--- config.mk ---
export PLATFORM = sky130hd
export DESIGN_NAME = cdb_arbiter
export DESIGN_NICKNAME = d
export VERILOG_FILES = /design/src/rtl/cdb_arbiter.sv
export SDC_FILE = /design/constraint.sdc
export NUM_CORES = 1
export LEC_CHECK = 0
export ABC_CLOCK_PERIOD_IN_PS = 15700
export BUFFER_PORTS_ARGS = -buffer_cell sky130_fd_sc_hd__buf_2
export CORE_MARGIN = 2
export CORE_UTILIZATION = 57
export DETAILED_ROUTE_END_ITERATION = 10
export GPL_TIMING_DRIVEN = 0
export PLACE_DENSITY = 0.85
export SYNTH_ARGS = -nofsm -noshare
export SYNTH_HDL_FRONTEND = slang
export SYNTH_SLANG_ARGS = --single-unit
--- constraint.sdc ---
create_clock -name clk_i -period 15.7 [get_ports clk_i]
set_clock_uncertainty 0.1 [all_clocks]
set_input_delay 3.14 -clock clk_i [delete_from_list [all_inputs] [get_ports clk_i]]
set_output_delay 3.14 -clock clk_i [all_outputs]
set_load 0.03 [all_outputs]
--- src/rtl/cdb_arbiter.sv ---
// Common-data-bus arbiter: one holding slot per functional unit, round-robin
// selection of one result per cycle onto a registered broadcast bus.
module cdb_arbiter #(
   parameter int ROBsize    = 32,
   parameter int ROBsizeLog = $clog2(ROBsize + 1)
) (
   input  logic                         clk_i,
   input  logic                         reset_i,
   input  logic [3:0]                   fuValid_i,
   input  logic [3:0][ROBsizeLog-1:0]   fuTag_i,
   input  logic [3:0][63:0]             fuData_i,
   output logic [3:0]                   fuReady_o,
   input  logic                         flush_i,
   output logic                         cdbValid_o,
   output logic [ROBsizeLog-1:0]        cdbTag_o,
   output logic [63:0]                  cdbData_o,
   output logic [1:0]                   cdbSource_o,
   output logic [2:0]                   busyCount_o
);

   localparam int NUM_FU = 4;

   // Holding slots
   logic [NUM_FU-1:0]                  full_q, full_d;
   logic [NUM_FU-1:0][ROBsizeLog-1:0]  tag_q, tag_d;
   logic [NUM_FU-1:0][63:0]            data_q, data_d;

   // Arbitration and broadcast state
   logic [1:0]             rr_ptr_q, rr_ptr_d;
   logic                   cdb_valid_q, cdb_valid_d;
   logic [ROBsizeLog-1:0]  cdb_tag_q, cdb_tag_d;
   logic [63:0]            cdb_data_q, cdb_data_d;
   logic [1:0]             cdb_source_q, cdb_source_d;
   logic [2:0]             busy_q, busy_d;

   logic                   grant_vld;
   logic [1:0]             grant_idx;
   logic [NUM_FU-1:0]      grant;
   logic [NUM_FU-1:0]      accept;

   // Round-robin search: walking offsets from 3 down to 0 leaves the
   // nearest full slot to rr_ptr_q as the final assignment.
   always_comb begin
      logic [1:0] idx;
      // NOTE: every variable written here gets a default first, so no path
      // leaves it unassigned and no latch is inferred.
      grant_vld = 1'b0;
      grant_idx = rr_ptr_q;
      idx       = rr_ptr_q;
      for (int k = NUM_FU - 1; k >= 0; k--) begin
         idx = rr_ptr_q + 2'(k);
         if (full_q[idx]) begin
            grant_vld = 1'b1;
            grant_idx = idx;
         end
      end
      if (flush_i) begin
         grant_vld = 1'b0;
      end
   end

   assign grant     = grant_vld ? (4'b0001 << grant_idx) : 4'b0000;
   assign fuReady_o = {NUM_FU{~flush_i}} & (~full_q | grant);
   assign accept    = fuValid_i & fuReady_o;

   // Slot next-state: a granted slot drains, an accepted non-zero tag loads
   // (reloading a draining slot on the same edge).
   always_comb begin
      full_d = full_q;
      tag_d  = tag_q;
      data_d = data_q;
      if (flush_i) begin
         full_d = '0;
      end else begin
         for (int g = 0; g < NUM_FU; g++) begin
            if (grant[g]) begin
               full_d[g] = 1'b0;
            end
            if (accept[g] && (fuTag_i[g] != '0)) begin
               full_d[g] = 1'b1;
               tag_d[g]  = fuTag_i[g];
               data_d[g] = fuData_i[g];
            end
         end
      end
   end

   // Broadcast next-state: tag/data/source/pointer hold when nothing is granted.
   always_comb begin
      cdb_valid_d  = 1'b0;
      cdb_tag_d    = cdb_tag_q;
      cdb_data_d   = cdb_data_q;
      cdb_source_d = cdb_source_q;
      rr_ptr_d     = rr_ptr_q;
      if (grant_vld) begin
         cdb_valid_d  = 1'b1;
         cdb_tag_d    = tag_q[grant_idx];
         cdb_data_d   = data_q[grant_idx];
         cdb_source_d = grant_idx;
         rr_ptr_d     = grant_idx + 2'd1;
      end
   end

   assign busy_d = 3'(full_d[0]) + 3'(full_d[1]) + 3'(full_d[2]) + 3'(full_d[3]);

   // Control state
   // NOTE: sequential state uses non-blocking assignments so every register
   // samples pre-edge values regardless of statement order.
   always_ff @(posedge clk_i or posedge reset_i) begin
      if (reset_i) begin
         full_q       <= '0;
         rr_ptr_q     <= 2'd0;
         cdb_valid_q  <= 1'b0;
         cdb_tag_q    <= '0;
         cdb_data_q   <= '0;
         cdb_source_q <= 2'd0;
         busy_q       <= 3'd0;
      end else begin
         full_q       <= full_d;
         rr_ptr_q     <= rr_ptr_d;
         cdb_valid_q  <= cdb_valid_d;
         cdb_tag_q    <= cdb_tag_d;
         cdb_data_q   <= cdb_data_d;
         cdb_source_q <= cdb_source_d;
         busy_q       <= busy_d;
      end
   end

   // NOTE: slot payload is not reset; it is only ever read while its full
   // flag is set, so resetting it would add reset fan-out for no benefit.
   always_ff @(posedge clk_i) begin
      tag_q  <= tag_d;
      data_q <= data_d;
   end

   assign cdbValid_o  = cdb_valid_q;
   assign cdbTag_o    = cdb_tag_q;
   assign cdbData_o   = cdb_data_q;
   assign cdbSource_o = cdb_source_q;
   assign busyCount_o = busy_q;

endmodule

==> results.ini <==
[drt]
routed_via_density = 6.22
drtIter0Drc = 1269
routed_wl_um = 41600
vias = 10400
drc = 0
wl_per_cell_um = 24.9
drt-pass1-iter-count = 6
detail-route-antenna-nets = 0

[synth]
synth_area_leader_cell = edfxtp_1
synthesis.area_mm2 = 0.0141
ys_seq_area_share_pct = 74.3
synth_area_leaders = edfxtp_1 (60%), dfrtp_1 (15%), a221o_1 (4.1%)
synth_area_per_cell_um2 = 16.0
syn_inst = 878
ys_warn_count = 0
yosysUniqueCellTypes = 45
synth_top_area_share_pct = 59.7
synth-seq-cells = 362
syn-num-nets = 1168

[sta]
finalHoldViolCount = 0
tightest_slew_ns = 1.12
setup_slack_ns = 8.41
max_freq_ghz = 0.137
rsz0062_at_grt = false
period_share_pct = 46.4
setup-tns-final_ns = 0
hold_ws_ns = 0.388
finalCriticalPeriod_ns = 7.29
finalSetupViolCount = 0
slew_viol_final = 0
relSlewSlack_pct = 24.6

[power]
p_leak_nw = 6.97
p_seq_share_pct = 41.2
combPwrFrac_pct = 30.3
peakVddDrop_mv = 0.123
finalPower_mw = 3.04
p_sw_share_pct = 34.3
power_density_mw_per_mm2 = 169
p_sw_mw = 1.04
p_int_mw = 2.00
pwr-share-clk_pct = 28.5

[critical_path]
critical-path-max-stage-delay_ns = 0.38
path_delay_family = buffers and inverters
crit_chain = buf_2 > clkbuf_1 > nor2_1 > buf_2
cpMostUsedCell = buf_2
critPathCaptureType = output pin
criticalPathCategory = input port to output pin
crit_fanout = 10
crit_buf_inv = 3
cp.arrival_ns = 4.05
worst_path_max_delay_cell = clkbuf_1
cp-start-kind = input port
required_ns = 12.46

[clocking]
root_buffer = clkbuf_16
cts_sinks = 362
cts_resized = 0
clock_latency_ns = 0.52
htree_levels = 2
ctsHoldBuffers = 0
cts_buffers = 37
cts_setup_buffers = 0
cts.clk_slew.worst_paths_ns = 0.05
cts_tree = done
clk_path_buf_depth = 3

[layout]
final_area_mm2 = 0.0179
drive_gt1_share_pct = 37.9
num-fill-cells = 1537
area.growth.synth_to_final_pct = 27.2
finalNonFillerCells = 1668
final_core_util_pct = 73.7
regArea_mm2 = 0.0105
multi_input_area_mm2 = 0.00323
layout.nets = 1593

[placed_design]
gp_congestion = 0.912
pre_cts_slack_ns = 8.44
placed_cells = 1588
io_buffer_count = 366
post_dp_cell_area_mm2 = 0.0167
hpwl_um = 29800

[status]
status = finished, final reports clean

[floorplanning]
die_y_um = 161
core_mm2 = 0.0243
placementRows = 57
io_pins = 367
die-width_um = 161
die_area_mm2 = 0.0260
start_util_pct = 57.9

[global_route]
overflow = 0
grt_start_max_net_pins = 48
grt_antenna_before_repair = 14
grt_pass1_wl_um = 61300
groute.usage.overall_pct = 31.5
grt_pass1_vias = 10700

[run]
drv_cap = 0

[worst_hold_path]
hold_path_class = flop to flop

final cells by class:
type	instances	share of cell area (%)
antenna	13	0.182
buffer	81	2.19
clock buffer	54	6.04
clock inverter	13	0.699
inverter	7	0.161
multi-input combinational	428	18.0
sequential	362	58.4
tap	324	2.26
timing repair buffer	386	12.0
cell usage after synthesis (all sizes together):
library cell / number
a2111oi: 12
a211oi: 12
a21boi: 1
a21o: 5
a21oi: 64
a221o: 58
a22oi: 1
a2bb2oi: 1
and2: 1
and4: 12
buf: 41
clkbuf: 40
dfrtp: 82
edfxtp: 280
fa: 1
ha: 2
inv: 7
mux2i: 12
nand2: 6
nand2b: 2
nand3: 1
nand4: 58
nor2: 23
nor2b: 6
nor3: 4
nor3b: 2
o21a: 3
o21ai: 9
o21bai: 1
o22a: 58
o2bb2ai: 2
o311ai: 2
o31a: 1
o31ai: 63
or3: 1
or4: 4
cell usage in the layout, fill, tap and decap left out, types with 6 or more instances in the layout:
master | netlist | layout
a2111oi_0 | 12 | 12
o22a_1 | 46 | 46
a221o_1 | 58 | 58
buf_2 | 28 | 394
nor2_1 | 23 | 23
a211oi_1 | 12 | 12
diode_2 | 0 | 13
clkbuf_16 | 0 | 39
o31ai_1 | 62 | 62
mux2i_1 | 12 | 12
edfxtp_1 | 280 | 280
dfrtp_1 | 82 | 82
nand2_1 | 6 | 6
a21oi_1 | 64 | 64
clkbuf_1 | 40 | 50
buf_6 | 7 | 16
buf_1 | 6 | 6
nand4_1 | 58 | 58
o22a_2 | 12 | 12
and4_1 | 12 | 12
cell families (layout without fill, tap and decap cells):
family	Yosys count	in the layout	share of synthesized area, %
AND/OR/NAND/NOR	120	120	5.16
other	0	13	0
AO/OA/AOI/OAI	293	293	16.4
buffers and inverters	88	541	2.97
flip-flops	362	362	74.3
multiplexers	12	12	0.853
adder cells (fa/ha/maj)	3	3	0.320
power by group through the flow:
stage	combinational, mW	sequential [mW]	clock, mW
final	0.921	1.25	0.865
after global routing	0.974	1.26	0.910
after CTS	0.917	1.25	0.870
after detailed placement	0.911	1.27	0
after global placement	0.869	1.27	0
after floorplan	0.408	1.44	0
routing by layer:
layer / wire [um] / up-vias / global-route usage, %
met5: 27 / - / 0
met4: 1620 / 4 / 14.2
met3: 3660 / 116 / 6.88
met2: 20700 / 680 / 52.6
met1: 15600 / 5071 / 40.1
li1: - / 4509 / -
sequential cells by signal, summed over array words and instances (netlist names):
| register | count |
|---|---|
| cdbValid_o | 1 |
| full_q | 4 |
| cdbSource_o | 2 |
| cdbTag_o | 6 |
| busyCount_o | 3 |
| cdbData_o | 64 |
| data_q | 256 |
| rr_ptr_q | 2 |
| tag_q | 24 |
worst paths after layout:
kind                           startpoint             end  slack, ns  cells after the start
setup reg to reg                full_q[3]     data_q[110]      11.76                     10
min in group asynchronous         reset_i   cdbData_o[59]       2.57                      2
setup / recovery                  flush_i    fuReady_o[2]       8.41                      4
max in group asynchronous         reset_i  cdbSource_o[0]      12.26                      3
hold / removal             cdbSource_o[0]  cdbSource_o[0]       0.39                      2
hold reg to reg            cdbSource_o[0]  cdbSource_o[0]       0.39                      2
worst register-to-register path, stage by stage (launching register included):
cell	delay, ns
dfrtp_1	0.41
buf_2	0.25
nand2b_1	0.19
a2bb2oi_2	0.34
nand3_2	0.27
buf_2	0.30
o21ai_1	0.24
nor3b_2	0.88
buf_6	0.30
buf_6	0.20
buf_8	0.17
(Power assumes the default switching activity.)
